$ cat src/rtl/complex_mult_pipe.sv
// Three-stage pipelined complex multiplier (optional conjugate of b) with requantisation.
// Optional sticky saturation flag enabled by macro COMPLEX_MULT_SAT_FLAG_EN.
module complex_mult_pipe #(
    parameter int NB_A       = 17,
    parameter int NBF_A      = 10,
    parameter int NB_B       = 17,
    parameter int NBF_B      = 10,
    parameter int NB_Y       = 17,
    parameter int NBF_Y      = 10,
    parameter int ROUND_EVEN = 1
) (
    input  logic                   i_clk,
    input  logic                   i_rst_n,
    input  logic signed [NB_A-1:0] i_aI,
    input  logic signed [NB_A-1:0] i_aQ,
    input  logic signed [NB_B-1:0] i_bI,
    input  logic signed [NB_B-1:0] i_bQ,
    input  logic                   i_conj,
    input  logic                   i_valid,
    output logic                   o_ready,
    output logic signed [NB_Y-1:0] o_yI,
    output logic signed [NB_Y-1:0] o_yQ,
    output logic                   o_valid,
    input  logic                   i_ready,
    input  logic                   i_sat_clr,
    output logic                   o_sat_flag
);

    localparam int NP = NB_A + NB_B;
    localparam int NS = NP + 1;
    localparam int D  = NBF_A + NBF_B - NBF_Y;
    localparam int NW = (NS + 1 > NB_Y + 1) ? NS + 1 : NB_Y + 1;

    localparam logic signed [NW-1:0] MAXV = (NW'(1) <<< (NB_Y - 1)) - NW'(1);
    localparam logic signed [NW-1:0] MINV = -(NW'(1) <<< (NB_Y - 1));

    if (NBF_A + NBF_B < NBF_Y) begin : g_cfg_err
        $error("complex_mult_pipe: NBF_A+NBF_B must be >= NBF_Y");
    end

    logic                   w_en;
    logic                   r_v1, r_v2, r_v3;
    logic signed [NB_A-1:0] r_aI, r_aQ;
    logic signed [NB_B-1:0] r_bI, r_bQ;
    logic                   r_conj1, r_conj2;
    logic signed [NP-1:0]   r_p1, r_p2, r_p3, r_p4;
    logic signed [NS-1:0]   w_sumI, w_sumQ;
    logic        [NB_Y:0]   w_qI, w_qQ;
    logic signed [NB_Y-1:0] w_yI, w_yQ;
    logic                   w_clipI, w_clipQ;
    logic signed [NB_Y-1:0] r_yI, r_yQ;

    // Returns {clipped, y}. One guard bit above the sum keeps the rounding bias add overflow-free.
    function automatic logic [NB_Y:0] requant(input logic signed [NS-1:0] s);
        logic signed [NW-1:0] ext;
        logic signed [NW-1:0] half;
        logic signed [NW-1:0] q;
        logic                 clip;
        logic [NB_Y-1:0]      y;
        ext  = NW'(s);
        half = (NW'(1) << D) >>> 1;
        if (D == 0)
            q = ext;
        else if (ROUND_EVEN != 0)
            q = (ext + half - NW'(1) + ((ext >> D) & NW'(1))) >>> D;
        else
            q = ext >>> D;
        if (q > MAXV) begin
            clip = 1'b1;
            y    = MAXV[NB_Y-1:0];
        end else if (q < MINV) begin
            clip = 1'b1;
            y    = MINV[NB_Y-1:0];
        end else begin
            clip = 1'b0;
            y    = q[NB_Y-1:0];
        end
        return {clip, y};
    endfunction

    assign w_en    = !(r_v3 && !i_ready);
    assign o_ready = w_en;

    always_ff @(posedge i_clk or negedge i_rst_n) begin
        if (!i_rst_n) begin
            r_v1    <= 1'b0;
            r_aI    <= '0;
            r_aQ    <= '0;
            r_bI    <= '0;
            r_bQ    <= '0;
            r_conj1 <= 1'b0;
        end else if (w_en) begin
            r_v1    <= i_valid;
            r_aI    <= i_aI;
            r_aQ    <= i_aQ;
            r_bI    <= i_bI;
            r_bQ    <= i_bQ;
            r_conj1 <= i_conj;
        end
    end

    always_ff @(posedge i_clk or negedge i_rst_n) begin
        if (!i_rst_n) begin
            r_v2    <= 1'b0;
            r_p1    <= '0;
            r_p2    <= '0;
            r_p3    <= '0;
            r_p4    <= '0;
            r_conj2 <= 1'b0;
        end else if (w_en) begin
            r_v2    <= r_v1;
            r_p1    <= NP'(r_aI) * NP'(r_bI);
            r_p2    <= NP'(r_aQ) * NP'(r_bQ);
            r_p3    <= NP'(r_aI) * NP'(r_bQ);
            r_p4    <= NP'(r_aQ) * NP'(r_bI);
            r_conj2 <= r_conj1;
        end
    end

    always_comb begin
        w_sumI = '0;
        w_sumQ = '0;
        if (r_conj2) begin
            w_sumI = NS'(r_p1) + NS'(r_p2);
            w_sumQ = NS'(r_p4) - NS'(r_p3);
        end else begin
            w_sumI = NS'(r_p1) - NS'(r_p2);
            w_sumQ = NS'(r_p3) + NS'(r_p4);
        end
    end

    assign w_qI    = requant(w_sumI);
    assign w_qQ    = requant(w_sumQ);
    assign w_yI    = w_qI[NB_Y-1:0];
    assign w_yQ    = w_qQ[NB_Y-1:0];
    assign w_clipI = w_qI[NB_Y];
    assign w_clipQ = w_qQ[NB_Y];

    always_ff @(posedge i_clk or negedge i_rst_n) begin
        if (!i_rst_n) begin
            r_v3 <= 1'b0;
            r_yI <= '0;
            r_yQ <= '0;
        end else if (w_en) begin
            r_v3 <= r_v2;
            r_yI <= w_yI;
            r_yQ <= w_yQ;
        end
    end

    assign o_valid = r_v3;
    assign o_yI    = r_yI;
    assign o_yQ    = r_yQ;

`ifdef COMPLEX_MULT_SAT_FLAG_EN
    logic r_sat_flag;

    // Set takes priority over a coincident clear.
    always_ff @(posedge i_clk or negedge i_rst_n) begin
        if (!i_rst_n)
            r_sat_flag <= 1'b0;
        else if (w_en && r_v2 && (w_clipI || w_clipQ))
            r_sat_flag <= 1'b1;
        else if (i_sat_clr)
            r_sat_flag <= 1'b0;
    end

    assign o_sat_flag = r_sat_flag;
`else
    logic w_unused_sat;
    assign w_unused_sat = ^{i_sat_clr, w_clipI, w_clipQ};
    assign o_sat_flag   = 1'b0;
`endif

endmodule

$ cat config.mk
export PLATFORM = sky130hd
export DESIGN_NAME = complex_mult_pipe
export DESIGN_NICKNAME = d
export VERILOG_FILES = /design/src/rtl/complex_mult_pipe.sv
export SDC_FILE = /design/constraint.sdc
export NUM_CORES = 2
export LEC_CHECK = 0
export ABC_CLOCK_PERIOD_IN_PS = 7880
export BUFFER_PORTS_ARGS = -buffer_cell sky130_fd_sc_hd__buf_2
export CORE_MARGIN = 4
export CORE_UTILIZATION = 25
export CTS_BUF_LIST = sky130_fd_sc_hd__clkbuf_4 sky130_fd_sc_hd__clkbuf_8
export DETAILED_ROUTE_END_ITERATION = 10
export REMOVE_ABC_BUFFERS = 1
export SKIP_LAST_GASP = 1
export SYNTH_ARGS = -nofsm -noshare
export SYNTH_HDL_FRONTEND = slang
export SYNTH_SLANG_ARGS = --single-unit
$ cat constraint.sdc
create_clock -name i_clk -period 7.88 [get_ports i_clk]
set_input_delay 1.576 -clock i_clk [delete_from_list [all_inputs] [get_ports i_clk]]
set_output_delay 1.576 -clock i_clk [all_outputs]
set_load 0.1 [all_outputs]
==> impl_metrics.yaml <==
flow_run:
  drv_cap: 0
layout:
  nNetsFinal: 8193
  syn_to_final_growth_pct: 9.76
  finalCoreUtilization_pct: 27.6
  finalNonFillerCells: 9620
  drive_gt1_share_pct: 6.70
timing:
  finClkSkew_ns: 0.0437
  fin_hold_ws_ns: 0.470
  clock.fmax_ghz: 0.134
  fin_crit_sh_pct: 95.0
  setup_violations: 0
  worst_slack_ns: 0.391
  rsz0062_at_grt: "false"
  slew_violations: 0
  finalHoldViolations: 0
  period_minus_slack_ns: 7.49
  worst_pin_slew_ns: 1.14
  relSlewSlack_pct: 24.3
global_route:
  grt_max_degree: 115
  overflow: 0
  grt_first_pass_wirelength_um: 254000
  grt_pass1_vias: 46300
  grt_use_total_pct: 13.1
  antenna_found_initial: 46
yosys:
  synth_top_area_share_pct: 40.7
  avgSynthCellArea_um2: 8.93
  ys_warn_count: 0
  synth_edf_count: 0
  synth_area_leaders: "fa_1, dfrtp_1, ha_1"
  synth_seq_cells: 243
  synth_flop_cell: "dfrtp_1"
  yosys.area.top_type: "fa_1"
  ys_seq_area_share_pct: 10.4
  synthArstFlopShare_pct: 100
  netlist_area_um2: 58400
  synth.distinct_cells: 107
  syn_inst: 6541
setup_path:
  r2r-start: "r_bI[2]$_DFFE_PN0N_"
  crit_fanout: 11
  path_cells: "buf_4, buf_4, and2_1, fa_1, inv_1, fa_1, inv_1, ha_1, fa_1, inv_1, fa_1, fa_1, inv_1, ha_1, o21a_1, o31a_1, o2111ai_1, a311oi_1, o311ai_1, a21oi_1, or4_1, a31oi_1, xor2_1, o21ai_0"
  start_kind: "flip-flop"
  cp-end-kind: "flip-flop"
  timing.rr.end: "r_p4[26]$_DFFE_PN0N_"
  crit_family: "adder cells"
  crit_arrival_ns: 8.05
  critPathMaxStageDelay_ns: 0.61
  cp_num_buf_inv: 6
  worst_path_most_repeated_cell: "fa_1"
  critPathKind: "flip-flop to flip-flop"
  cp_data_required_time_ns: 8.44
  r2r_setup_slack_ns: 0.39
  critPathSlowestCell: "dfrtp_1"
  cp-endpoint: "r_p4[26]$_DFFE_PN0N_"
  r2r_cells: 24
  crit_cells: 24
  cp-startpoint: "r_bI[2]$_DFFE_PN0N_"
die:
  die_y_um: 491
  rows: 177
  die_x_um: 491
  io_pins: 111
  dieArea_um2: 241000
  core_um2: 233000
  start_util_pct: 25.1
clocking:
  path_clk_slew_ns: 0.06
  cts.hold.buffers_added: 0
  cts_tree: "done"
  cts.sinks: 243
  postCtsSetupBuffers: 0
  cts_htree_levels: 2
  root_buffer: "clkbuf_8"
  cts_buffer_depth: 3
  clock_latency_ns: 0.75
  cts_buffers: 51
route:
  drt_iter0_drc: 2564
  wl_per_cell_um: 16.0
  firstDrtPassIters: 5
  vias: 43500
  drcViolationCount: 0
  totalWireLength_um: 154000
  drtAntennaViolNets: 0
  vias_per_cell: 4.53
placed_design:
  port_buffers: 108
  pre_cts_slack_ns: 0.407
  placed_cells: 9513
  gp_congestion: 0.872
  post-dp-hpwl_um: 128000
worst_hold_path:
  hp-class: "flip-flop to flip-flop"
  min_from: "r_v2$_DFFE_PN0N_"
outcome:
  status: "finished, final reports clean"
[layout make-up]
type,count,area (µm²)
diodes,14,35.0
clock buffers,80,1000
clock inverters,13,154
fillers,24800,168000
inverters,1211,4550
multi-input cells,4749,46500
flip-flops and latches,243,6090
well taps,3043,3810
repair buffers,267,1990
[metal layers]
metal,up-vias,routed length (µm),part of all wire [%],global-route usage [%]
met4,26,5620,3.6,4.33
met3,219,10300,6.7,2.55
met2,1123,69400,45,20.6
li1,20000,-,-,-
met1,22200,68800,45,17.9
met5,-,162,0.10,0
[placed cells by master, fill, tap and decap left out, drive strengths merged, types with 7 or more instances in the layout]
cell type and n:
o31ai 24, nor4 20, nand2 1032, o21a 28, a21oi 248, xnor2 160, o22a 19, buf 267
diode 14, a2111oi 7, ha 410, nor2b 18, or2 11, o211ai 11, or3 22, nor2 245
a31oi 30, and3 21, o2111ai 8, a21boi 8, a311oi 7, xor2 99, a21o 78, or4 9
inv 1212, dfrtp 243, a211oi 25, o21bai 13, nand2b 99, nand4 22, fa 1186, a211o 11
clkbuf 80, o221a 16, nor3 74, and2 497, o21ai 146, nand3 41
[tightest hold or removal path, stage by stage (launching register included)]
cell     delay [ns]
dfrtp_1        0.34
nand2_1        0.05
nand2_1        0.05
[Yosys cell counts, types with 9 or more instances]
cell type     n
xnor2_1     160
clkbuf_1    318
nor4_1       15
or3_1        22
a31oi_1      28
nor3_1       73
a211oi_1     24
nand3_1      41
fa_1       1186
ha_1        410
inv_1      1210
nand2b_1     99
dfrtp_1     243
a21o_1       78
a21oi_1     244
nor2_1      244
and2_1      494
or2_2        11
o21ai_0     135
a211o_1      11
o31ai_1      23
nand2_1    1029
o22a_1       19
nor2b_1      18
nand4_1      20
o21bai_1     13
and3_1       19
o21a_1       28
o211ai_1      9
xor2_1       98
o221a_2       9
[how the worst min path moves through the flow]
stage / endpoint / slack, ns / cells after the start
after floorplan: r_v2$_DFFE_PN0N_ / 0.43 / 2
after global placement: r_v2$_DFFE_PN0N_ / 0.44 / 2
after detailed placement: o_valid$_DFFE_PN0N_ / 0.46 / 1
after CTS: r_v2$_DFFE_PN0N_ / 0.47 / 2
after global routing: o_yQ[16]$_DFFE_PN0N_ / 0.50 / 1
final: r_v2$_DFFE_PN0N_ / 0.47 / 2
[cells by family (layout without fill, tap and decap cells)]
family	Yosys count	count (layout)	share of synthesized area [%]
xor gates and xnor gates	259	259	3.90
and+or+nand+nor	2144	2144	17.7
buffers and inverters	1549	1571	10.0
DFF	243	243	10.4
AOI/OAI and AO/OA	738	738	8.33
other	1	15	0.00642
adders and majority gates	1596	1596	49.5
muxes	11	11	0.199
[sequential cells by signal (all words and copies together) (netlist names), 34 cells and up]
name / flops
r_p4: 34
r_p3: 34
r_p2: 34
r_p1: 34
[through the flow]
step	area, µm²	setup TNS (ns)
detailed placement	62900	0
finish	64100	0
global placement	62900	0
CTS	64100	0
floorplan	57100	-1641.35
global route	64100	0
[repair_timing]
action / CTS / global route
endpoints found under the setup margin: 0 / 4
gates resized for setup: 0 / 3
endpoints found under the hold margin: 0 / 0
Power is left out: the tool's default activity adds up to more than one toggle a clock period on the data nets, which glitch-free logic cannot reach.
